$ cat config.mk
export PLATFORM = sky130hd
export DESIGN_NAME = quad_step_decoder
export DESIGN_NICKNAME = d
export VERILOG_FILES = /design/src/rtl/quad_step_decoder.sv
export SDC_FILE = /design/constraint.sdc
export NUM_CORES = 1
export LEC_CHECK = 0
export ABC_AREA = 1
export BUFFER_PORTS_ARGS = -buffer_cell sky130_fd_sc_hd__buf_2
export CAP_MARGIN = 20
export CORE_UTILIZATION = 62
export DETAILED_ROUTE_END_ITERATION = 6
export PLACE_DENSITY = 0.83
export SKIP_CTS_REPAIR_TIMING = 1
export SLEW_MARGIN = 15
export SYNTH_ARGS = -nofsm -noshare
export SYNTH_HDL_FRONTEND = slang
export SYNTH_SLANG_ARGS = --single-unit
$ cat constraint.sdc
create_clock -name clk -period 5.9 [get_ports clk]
set_input_delay 0 -clock clk [delete_from_list [all_inputs] [get_ports clk]]
set_output_delay 0 -clock clk [all_outputs]
set_load 0.01 [all_outputs]
$ cat src/rtl/quad_step_decoder.sv
// Quadrature encoder front end: synchronises and debounces A/B, then decodes each
// legal Gray-code transition into a step pulse, direction level and wrapping position.
module quad_step_decoder #(
    parameter int FILTER_LEN = 4,
    parameter int POS_W      = 8
) (
    input  logic             clk,
    input  logic             rst,
    input  logic             a_in,
    input  logic             b_in,
    output logic             step,
    output logic             up_down,
    output logic             err,
    output logic [POS_W-1:0] position
);

    localparam int               CNT_W    = 4;
    localparam logic [CNT_W-1:0] CNT_LAST = CNT_W'(FILTER_LEN - 1);

    typedef enum logic {INIT, RUN} state_t;

    state_t           state, state_nxt;
    logic             a_m, b_m, a_s, b_s;
    logic             a_f, b_f;
    logic [CNT_W-1:0] a_cnt, b_cnt;
    logic [1:0]       prev;
    logic [1:0]       settle;
    logic [1:0]       dph;
    logic             step_nxt, err_nxt, ud_nxt;
    logic [POS_W-1:0] pos_nxt;

    // Returns {next filtered value, next count}; the filtered value only follows
    // after FILTER_LEN consecutive disagreeing samples.
    function automatic logic [CNT_W:0] filt(input logic s, input logic f,
                                            input logic [CNT_W-1:0] cnt);
        if (s == f)
            return {f, {CNT_W{1'b0}}};
        if (cnt == CNT_LAST)
            return {s, {CNT_W{1'b0}}};
        return {f, cnt + 1'b1};
    endfunction

    // Quadrature phase index along the forward sequence 00 -> 10 -> 11 -> 01.
    function automatic logic [1:0] phase(input logic [1:0] ab);
        case (ab)
            2'b00:   return 2'd0;
            2'b10:   return 2'd1;
            2'b11:   return 2'd2;
            default: return 2'd3;
        endcase
    endfunction

    always_ff @(posedge clk) begin
        if (!rst)
            state <= INIT;
        else
            state <= state_nxt;
    end

    // INIT lingers until the cleared synchroniser has refilled, so the adopted
    // starting phase is the real input level and not the reset value.
    always_comb begin
        state_nxt = state;
        case (state)
            INIT:    if (settle == 2'd2) state_nxt = RUN;
            default: state_nxt = RUN;
        endcase
    end

    assign dph = phase({a_f, b_f}) - phase(prev);

    always_comb begin
        step_nxt = 1'b0;
        err_nxt  = 1'b0;
        ud_nxt   = up_down;
        pos_nxt  = position;
        if (state == RUN) begin
            case (dph)
                2'd1: begin
                    step_nxt = 1'b1;
                    ud_nxt   = 1'b1;
                    pos_nxt  = position + POS_W'(1);
                end
                2'd3: begin
                    step_nxt = 1'b1;
                    ud_nxt   = 1'b0;
                    pos_nxt  = position - POS_W'(1);
                end
                2'd2:    err_nxt = 1'b1;
                default: ;
            endcase
        end
    end

    always_ff @(posedge clk) begin
        if (!rst) begin
            a_m      <= 1'b0;
            b_m      <= 1'b0;
            a_s      <= 1'b0;
            b_s      <= 1'b0;
            a_f      <= 1'b0;
            b_f      <= 1'b0;
            a_cnt    <= '0;
            b_cnt    <= '0;
            prev     <= 2'b00;
            settle   <= 2'd0;
            step     <= 1'b0;
            err      <= 1'b0;
            up_down  <= 1'b1;
            position <= '0;
        end else begin
            a_m      <= a_in;
            b_m      <= b_in;
            a_s      <= a_m;
            b_s      <= b_m;
            step     <= step_nxt;
            err      <= err_nxt;
            up_down  <= ud_nxt;
            position <= pos_nxt;
            if (state == INIT) begin
                a_f    <= a_s;
                b_f    <= b_s;
                a_cnt  <= '0;
                b_cnt  <= '0;
                prev   <= {a_s, b_s};
                settle <= settle + 2'd1;
            end else begin
                {a_f, a_cnt} <= filt(a_s, a_f, a_cnt);
                {b_f, b_cnt} <= filt(b_s, b_f, b_cnt);
                prev         <= {a_f, b_f};
            end
        end
    end

endmodule

==> metrics.md <==
| Metric | Value |
|---|---|
| Status | completed |
| CTS Root Cell | clkbuf_4 |
| Fin crit period | 2370 ps |
| Worst VDD drop | 0.310 mV |
| # Max-Cap Violations | 0 |
| Syn Inst Count | 201 |
| Final wirelength | 3070 microns |
| Final setup fails | 0 |
| Critical path class | flop to flop |
| Worst-path clk slew | 100 ps |
| Worst-Margin Slew | 524 ps |
| Sink Count | 30 |
| Residual DRC | 0 |
| Slew HR | 0.646 |
| CP arrival | 2590 ps |
| Via count | 1398 |
| RR Endpoint | position[4]$_SDFFE_PN0P_ |
| Reg2reg path depth | 15 |
| Seq/Total Area, Yosys | 0.399 |
| Yosys warnings | 0 |
| H-Tree Depth | 2 |
| Worst r2r src | b_f$_SDFFE_PN0P_ |
| Crit. End Element | flop |
| Drt via density | 5.57 |
| Die Area | 2630 sq um |
| Synthesized area | 1510 sq um |
| Core Box Area | 2250 sq um |
| Mapped Nets | 210 |
| Starting Density | 0.668 |
| Router iterations before antenna repair | 6 |
| CTS tree | done |
| RSZ-0062 raised after global routing | no |
| Commonest non-fill, non-tap cell in the layout | nand2_1 |
| Routability Congestion | 0.932 |
| Rows | 17 |
| Die height | 51.3 microns |
| IO Pins | 15 |
| Clk Latency, worst-skew pair | 320 ps |
| Total power | 0.768 mW |
| Dpl hpwl | 2180 microns |
| Die Width | 51.3 microns |
| Port bufs | 14 |
| Syn-to-layout area delta | 14.6% |
| Critical path startpoint category | flop |
| Final Hold Violating Endpoints | 0 |
| Post-route cell area | 1730 sq um |
| Period utilization | 0.402 |
| FMAX | 421 MHz |
| Num CTS Buffers | 5 |
| First-pass GRT wire length | 5240 microns |
| Worst Hold Launch | rst |
| Hold_ws | 41.5 ps |
| Remaining Overflow, GRT | 0 |
| Synth unique cells | 26 |
| Layout cells sized above 1 | 0.157 |
| Critical path peak fanout | 7 |
| PwrDens | 445 nW/um^2 |
| Remaining antenna violation count | 0 |
| Fin nets | 231 |
| Synth Area per Inst | 7.49 sq um |
| All-Layer GR Usage | 0.275 |
| Hold-critical path endpoint | a_m$_SDFF_PN0_ |
| DRT iter0 DRCs | 38 |
| Hold Path Class | input port to flop |
| Most frequent cells in the layout | nand2_1 (34), inv_1 (30), dfxtp_1 (30) |
| Sum of negative setup slack | 0 ps |
| CTS Buffer Depth | 2 |
| Register area | 601 sq um |
| Vias in the first global route | 1277 |
| Antenna violations before repair | 0 |
| Reg2Reg Setup Slack | 3530 ps |
| Slew Limit Fails | 0 |
| Placed instance area | 1590 sq um |
| Clk_skew | 8.64 ps |
| Hold path depth | 3 |
| # diodes | 0 |
| Multi-input logic area | 764 sq um |
| Pleak | 0.832 nW |
| Pin count of the biggest net entering global routing | 18 |
| Layout fillers | 173 |
| WL/cell | 12.2 microns |
| Flops & latches, synth | 30 |
| Crit path required time | 6120 ps |
-- how the worst max path moves through the flow --
stage                             startpoint                        to  slack [ps]  cells past startpoint
after floorplan           prev[0]$_SDFF_PN0_  position[4]$_SDFFE_PN0P_        3840                     15
after global placement      b_f$_SDFFE_PN0P_  position[4]$_SDFFE_PN0P_        3710                     15
after detailed placement    b_f$_SDFFE_PN0P_  position[4]$_SDFFE_PN0P_        3590                     15
after CTS                   b_f$_SDFFE_PN0P_  position[4]$_SDFFE_PN0P_        3570                     15
after global routing        b_f$_SDFFE_PN0P_  position[4]$_SDFFE_PN0P_        3320                     15
final                       b_f$_SDFFE_PN0P_  position[4]$_SDFFE_PN0P_        3530                     15
-- metal layers --
metal | up-vias | routed length (microns) | global-route usage
met2 | 44 | 1390 | 0.423
met5 | - | 0 | 0
li1 | 700 | - | -
met1 | 644 | 1440 | 0.346
met3 | 10 | 170 | 0.0655
met4 | 0 | 67 | 0.167
-- stage by stage --
stage / instances / utilization / setup WS [ps]
after global placement: 241 / 0.707 / 3710
after global routing: 251 / 0.765 / 3320
after floorplan: 201 / - / 3840
after detailed placement: 241 / 0.707 / 3590
after CTS: 249 / 0.756 / 3570
final: 251 / 0.765 / 3530
-- cells by family (layout without fill, tap and decap cells) --
group | Yosys count | in the layout | synth area share
compound gates | 33 | 33 | 0.126
fa+ha+maj | 5 | 5 | 0.0416
flops | 30 | 30 | 0.399
simple gates | 88 | 88 | 0.282
buf+inv | 35 | 57 | 0.0931
xor+xnor | 10 | 10 | 0.0582
-- report_power, final --
part	leakage [nW]	switching, mW	internal, mW
clock	0.0585	0.0692	0.144
sequential	0.244	0.0361	0.233
combinational	0.529	0.189	0.0960
-- Yosys cell counts, drive strengths merged --
cell type  instances  area (sq um)
nand2             40           175
inv               32           120
dfxtp             30           601
nor2              24          92.6
nand3             15           100
o21ai             15          78.8
a21oi             13          68.8
nand4              8          50.1
ha                 5          62.6
xnor2              5          43.8
xor2               5          43.8
o41ai              3          26.3
buf                2          16.3
a311oi             1          8.76
and2               1          6.26
clkinv             1          3.75
o211ai             1          7.51
-- critical path: stages, from the launching register on --
cell,delay (ps)
dfxtp_1,430
xnor2_1,140
ha_1,300
inv_1,230
nand4_1,210
nand2_1,140
inv_1,50
ha_1,170
inv_1,50
nand2_1,90
nand3_1,130
nand2_1,60
nand2_1,60
nand3_1,60
o211ai_1,100
inv_1,50
-- area by class of cell --
class / instances / share of cell area
Clock inverter: 2 / 0.0348
Inverter: 33 / 0.0718
Multi-Input combinational cell: 136 / 0.443
Sequential cell: 30 / 0.348
Clock buffer: 6 / 0.0297
Timing Repair Buffer: 16 / 0.0522
Tap cell: 28 / 0.0203
-- state kept, by name, summed over array words and instances (netlist names), 2 cells and up --
register	flops
a_cnt	4
b_cnt	4
settle	2
position	8
prev	2
No activity file was read; power rests on OpenSTA's default activity.
